--- src/rtl/demux_pkg.sv ---
`default_nettype none
// demux_pkg: FSM state encoding and select-to-one-hot helper for stream_demux_decoder.
// Rev 1.0
package demux_pkg;

  // Widest channel count the decode helper supports.
  localparam int MAX_OUT = 64;

  typedef enum logic {
    ST_EMPTY = 1'b0,
    ST_FULL  = 1'b1
  } state_t;

  function automatic logic [MAX_OUT-1:0] onehot_dec(input int unsigned sel, input int unsigned n);
    onehot_dec = '0;
    if (sel < n) onehot_dec = {{(MAX_OUT-1){1'b0}}, 1'b1} << sel;
  endfunction

endpackage
`default_nettype wire

--- src/rtl/stream_demux_decoder_sat_counter.sv ---
`default_nettype none
// sat_counter: W-bit up-counter that sticks at all-ones; clr and rst force zero.
// Rev 1.0
module sat_counter #(
  parameter int W = 16
) (
  input  logic         clk,
  input  logic         rst,
  input  logic         clr,
  input  logic         inc,
  output logic [W-1:0] cnt
);

  always_ff @(posedge clk) begin
    if (rst || clr) begin
      cnt <= '0;
    end else if (inc && !(&cnt)) begin
      cnt <= cnt + 1'b1;
    end
  end

endmodule
`default_nettype wire

--- src/rtl/stream_demux_decoder.sv ---
`default_nettype none
// stream_demux_decoder: registered 1-to-N_OUT demux with valid/ready flow control and
// out-of-range drop; per-channel saturating transfer counters when DEMUX_STATS_EN is defined. Rev 1.0
module stream_demux_decoder
  import demux_pkg::*;
#(
  parameter  int N_OUT  = 4,
  parameter  int DATA_W = 1,
  parameter  int CNT_W  = 16,
  localparam int SEL_W  = $clog2(N_OUT)
) (
  input  logic               clk,
  input  logic               rst,
  input  logic               in_valid,
  output logic               in_ready,
  input  logic [DATA_W-1:0]  in_data,
  input  logic [SEL_W-1:0]   in_sel,
  output logic [N_OUT-1:0]   out_valid,
  input  logic [N_OUT-1:0]   out_ready,
  output logic [DATA_W-1:0]  out_data,
  output logic [N_OUT-1:0]   out_onehot,
`ifdef DEMUX_STATS_EN
  input  logic               cnt_clear,
  output logic [N_OUT*CNT_W-1:0] cnt_flat,
`endif
  output logic               drop_pulse
);

  state_t              state;
  state_t              state_nxt;
  logic [DATA_W-1:0]   data_q;
  logic [N_OUT-1:0]    onehot_q;
  logic                drop_q;

  logic [MAX_OUT-1:0]  dec_full;
  logic [N_OUT-1:0]    dec;
  logic                sel_ok;
  logic                drain;
  logic                accept;
  logic                load;
  logic                unused_dec;

  assign dec_full   = onehot_dec(32'(in_sel), N_OUT);
  assign dec        = dec_full[N_OUT-1:0];
  assign unused_dec = ^dec_full;
  assign sel_ok     = |dec;

  // onehot_q is zero whenever EMPTY, so masking with it selects the held channel's ready.
  assign drain    = (state == ST_FULL) && |(onehot_q & out_ready);
  assign in_ready = (state == ST_EMPTY) || drain;
  assign accept   = in_valid && in_ready;

  always_comb begin
    state_nxt = state;
    load      = 1'b0;
    if (accept && sel_ok) begin
      state_nxt = ST_FULL;
      load      = 1'b1;
    end else if (drain) begin
      state_nxt = ST_EMPTY;
    end
  end

  always_ff @(posedge clk) begin
    if (rst) begin
      state    <= ST_EMPTY;
      data_q   <= '0;
      onehot_q <= '0;
      drop_q   <= 1'b0;
    end else begin
      state  <= state_nxt;
      drop_q <= accept && !sel_ok;
      if (load) begin
        data_q   <= in_data;
        onehot_q <= dec;
      end else if (drain) begin
        onehot_q <= '0;
      end
    end
  end

  assign out_valid  = onehot_q;
  assign out_onehot = onehot_q;
  assign out_data   = data_q;
  assign drop_pulse = drop_q;

`ifdef DEMUX_STATS_EN
  for (genvar i = 0; i < N_OUT; i++) begin : g_stats
    sat_counter #(.W(CNT_W)) u_cnt (
      .clk (clk),
      .rst (rst),
      .clr (cnt_clear),
      .inc (onehot_q[i] && out_ready[i]),
      .cnt (cnt_flat[i*CNT_W +: CNT_W])
    );
  end
`else
  logic unused_cnt_w;
  assign unused_cnt_w = ^CNT_W;
`endif

endmodule
`default_nettype wire

--- config.mk ---
export PLATFORM = sky130hd
export DESIGN_NAME = stream_demux_decoder
export DESIGN_NICKNAME = d
export VERILOG_FILES = /design/src/rtl/demux_pkg.sv /design/src/rtl/stream_demux_decoder_sat_counter.sv /design/src/rtl/stream_demux_decoder.sv
export SDC_FILE = /design/constraint.sdc
export NUM_CORES = 1
export LEC_CHECK = 0
export CAP_MARGIN = 20
export CORE_AREA = 2 2 39 41
export DETAILED_ROUTE_END_ITERATION = 8
export DIE_AREA = 0 0 41 43
export GPL_ROUTABILITY_DRIVEN = 0
export PLACE_DENSITY = 0.67
export SLEW_MARGIN = 25
export SYNTH_ARGS = -nofsm -noshare
export SYNTH_HDL_FRONTEND = slang
export SYNTH_SLANG_ARGS = --single-unit
export TNS_END_PERCENT = 50
--- constraint.sdc ---
create_clock -name clk -period 2.5 [get_ports clk]
set_input_delay 0.75 -clock clk [delete_from_list [all_inputs] [get_ports clk]]
set_output_delay 0.75 -clock clk [all_outputs]
set_load 0.05 [all_outputs]
* After elaboration in Yosys (flattened, before gate mapping)
Cells that the tools add are included.
Operators by class: shifts and indexed selects 1, reductions and logical operators 10, mux-type cells 5, bitwise operators 2
Operators by type and width (count):
- 4-bit two-way mux | 2
- 4-bit OR reduction | 2
- 4-bit AND | 1
- 1-bit logical AND | 4
- 2-bit nonzero test | 2
- 1-bit by 2-bit left shift with 4-bit output (first input constant) | 1
- 1-bit two-way mux | 3
- 1-bit zero test | 1
- 1-bit logical OR | 1
- 1-bit NOT | 1
Storage, ports and cells: register bits 7, output and inout port bits 11, bits of input ports 10, word-level logic and storage cells 22

* Depth between registers and ports, before layout
word-level depth 8, mapped depth 3, depth with buffers taken out 3

* Worst setup path after synthesis
No wires, ideal clock.
path kind input to output, start input out_ready[3], end output in_ready, data required time 1.750 ns, buffers on the path 0, stages on the path 2, data arrival time 1.630 ns, path slack 0.120 ns, path through a222oi_1 > nand2_1
Between the ends: word-level cells in the longest chain between the ends 4
Ends and longest elaborated chain:
- from (decl) | line stream_demux_decoder.sv:19 | input logic [N_OUT-1:0] out_ready,
- 4-bit AND | line stream_demux_decoder.sv:49 | assign drain = (state == ST_FULL) && |(onehot_q & out_ready);
- 4-bit OR reduction | line stream_demux_decoder.sv:49
- 1-bit logical AND | line stream_demux_decoder.sv:49
- 1-bit logical OR | line stream_demux_decoder.sv:50 | assign in_ready = (state == ST_EMPTY) || drain;
- to (decl) | line stream_demux_decoder.sv:15 | output logic in_ready,
No other way between the ends.

* Worst setup path after layout
start input out_ready[0], end output in_ready
The elaborated chain is that of the path after synthesis.

==> summary.md <==
| Metric | Value |
|---|---|
| Run status | finished, final reports clean |
| Largest net degree at the start of global routing | 12 |
| Min-delay worst type | reg -> reg |
| DR WL/cell | ~9.7 um |
| Mapped cell area | around 330 um2 |
| Setup slack, reg-to-reg | roughly 1.2 ns |
| GRT Total Usage | 0.09164 |
| Share of layout cells above drive strength 1 | 0.1754 |
| First-pass DRT Iterations | 4 |
| Synthesized area per cell | 9.245 um2 |
| GRT met3 Usage | 0.04712 |
| Die Y | 43 um |
| Final nets | 68 |
| Peak VDD IR | 0.2372 mV |
| Worst setup path class | in -> out |
| RSZ-0062 raised after global routing | no |
| Seq/Total Area, Yosys | 0.4211 |
| Fin. max-slew vios | 0 |
| Post-DP Area | between 500 and 600 um2 |
| Clock-pin slew on the worst setup and hold paths | 0.05 ns |
| # hold bufs at CTS | 0 |
| Final hold viol count | 0 |
| Max cap viols | 0 |
| CORE AREA | about 1400 um2 |
| Clock latency at the later pin of the worst-skew pair | ~0.24 ns |
| Fmax | 417.7 MHz |
| Finished Cell Area | 559.3 um2 |
| Syn. warnings | 0 |
| CP Max Fanout | 2 |
| First-pass GRT wire length | about 1100 um |
| Largest stage delay, worst path | approximately 0.33 ns |
| Clock power share | 0.320 |
| Dominant cell type by area after synthesis | dfxtp_1 |
| Synth cell types | 18 |
| Antenna violations before repair | 0 |
| Final period util | 0.9576 |
| Post-layout util | 0.4042 |
| Worst reg2reg path depth | 4 |
| Layout area overhead | 68.05% |
| Vias | 329 |
| Die Wd | about 41 um |
| Top-level I/O count | 21 |
| Fillers | 147 |
| Starting density of the core | 0.2405 |
| Reg-to-reg startpoint | out_onehot[3] |
| Cell Rows | 14 |
| Clk_skew | approximately 0.0022 ns |
| Via density per instance | 4.507 |
| WHS | approximately 0.48 ns |
| Power Internal | ~220 uW |
| Total CTS buffers | 3 |
| Post-place setup slack | -0.1530 ns |
| Input/output buffers | 20 |
| Inst Count DP | a little under 70 |
| CP endpoint kind | output pin |
| WP data required | about 1.8 ns |
| CP Launch Type | input pin |
| CTS tree | built |
| Worst hold path depth | 2 |
| Postcts setup bufs | 0 |
| Top-area cell type share of the netlist area | 0.4211 |
| Clock sink count | 7 |
| Power density cells | between 500 and 600 nW/um2 |
| Synth area leaders | dfxtp_1, o32ai_1, buf_4 |
| Worst path slowest cell | a222oi_1 |
| H-tree depth | 1 |
| Number of global-route vias before repair | 264 |
| DP HPWL | approximately 550 um |
| Setup violations, final | 0 |
| Initial DRC count | 4 |
| Syn nets | between 40 and 50 |
| Crit-path cells | dlygate4sd2_1 -> a222oi_1 -> nand2_1 -> buf_6 |
| Root buf cell | clkbuf_4 |
| Global route hottest layer | met1 |
| Crit-path leading delay family | buffers and inverters |
| Gate power share | 0.285 |
| Drt total wl | just over 700 um |
| DRC | 0 |
| Die area | 1763 um2 |
| Maximum root-to-sink buffer count | 2 |
| Met2 GRT Util | 0.1094 |
| Setup_tns | 0 ns |
| N_diodes | 0 |
| Post-route ant nets | 0 |
| GR Layer Usage met1 | 0.1331 |
| #FFs+latches synth | 7 |
| Endpoint, Worst Hold | out_data |
| Sequential fraction of design power | 0.395 |
| Post-route minimum period | between 2 and 2.5 ns |
| Worst path arrival time | between 1.5 and 2 ns |
| CP Depth | 4 |
| Final setup margin | 0.1061 ns |
| NetSw | 91.59 uW |
| Leak Pwr | about 0.21 nW |
| Cell Count, Final, Fillers Out | 73 |
| Mapped Cells | 36 |
| Switching Fraction | 0.2977 |
| Grt total ovfl | 0 |
| Reg-to-Reg End | out_data |
| Final Power | 307.6 uW |
| HP Start | out_data |
| Crit path buffers/inverters | 2 |
-- worst max-delay path by stage --
stage / start / slack [ns] / to
floorplan: out_ready[3] / 0.12 / in_ready
global placement: out_ready[3] / -0.16 / in_ready
detailed placement: out_ready[3] / -0.15 / in_ready
CTS: out_ready[1] / 0.04 / in_ready
global route: out_ready[0] / 0.004 / in_ready
finish: out_ready[0] / 0.11 / in_ready
-- power groups by stage --
stage | clock network [mW] | logic (mW) | registers [mW]
floorplan | 0 | 0.0381 | 0.139
global placement | 0 | 0.0873 | 0.124
detailed placement | 0 | 0.0881 | 0.124
CTS | 0.103 | 0.0879 | 0.122
global route | 0.112 | 0.0935 | 0.122
finish | 0.0984 | 0.0876 | 0.122
-- logic make-up after synthesis --
group,synth area share
compound gates,0.2256
simple gates,0.1654
buf+inv,0.1466
other cells,0.01127
flops,0.4210
mux,0.03008
-- cells in the mapped netlist --
cell type  count
a21oi_1        1
clkbuf_1       1
or3b_2         2
nand2b_1       2
a222oi_1       1
o32ai_1        4
inv_1          4
nand2_1        2
a21oi_2        1
dfxtp_1        7
a21boi_0       1
nor2_1         1
buf_4          4
a21o_2         1
or2b_1         1
mux2i_1        1
or3_1          1
conb_1         1
-- worst min-delay path, cell delays in order, from the launching register on --
cell and delay [ns]:
dfxtp_1 0.30, nand2b_1 0.06, mux2i_1 0.06
-- layer usage --
metal	part of all wire	wire, um
met1	0.47	330
met2	0.42	300
met3	0.11	76
met4	0	0
met5	0	0
-- layout make-up --
cell class              instances  area, um2  share of cell area
well taps                      16      20.02             0.03579
clock buffers                   4      26.28             0.04698
flip-flops and latches          7      140.1              0.2506
inverters                       4      15.01             0.02685
multi-input cells              20      143.9              0.2573
repair buffers                 22      214.0              0.3826
-- flip-flops by register name, indices dropped and copies added, names as in the netlist --
register / count
drop_pulse: 1
state: 1
out_onehot: 4
out_data: 1
-- layout by cell type, fill, tap and decap left out, drive strengths merged --
master,n
o32ai,4
nand2b,2
inv,4
or2b,1
mux2i,1
clkdlybuf4s15,1
a21boi,1
conb,1
or3,1
clkdlybuf4s50,16
dfxtp,7
a21o,1
nor2,1
buf,3
or3b,2
dlygate4sd2,2
clkbuf,4
a222oi,1
nand2,2
a21oi,2
-- timing repair --
action                                  4_1_cts  5_1_grt
resized for setup                             4        2
endpoints found under the setup margin        1        1
hold endpoints to repair                      0        0
pin swaps                                     2        2
Power figures use the tool's default switching activity.
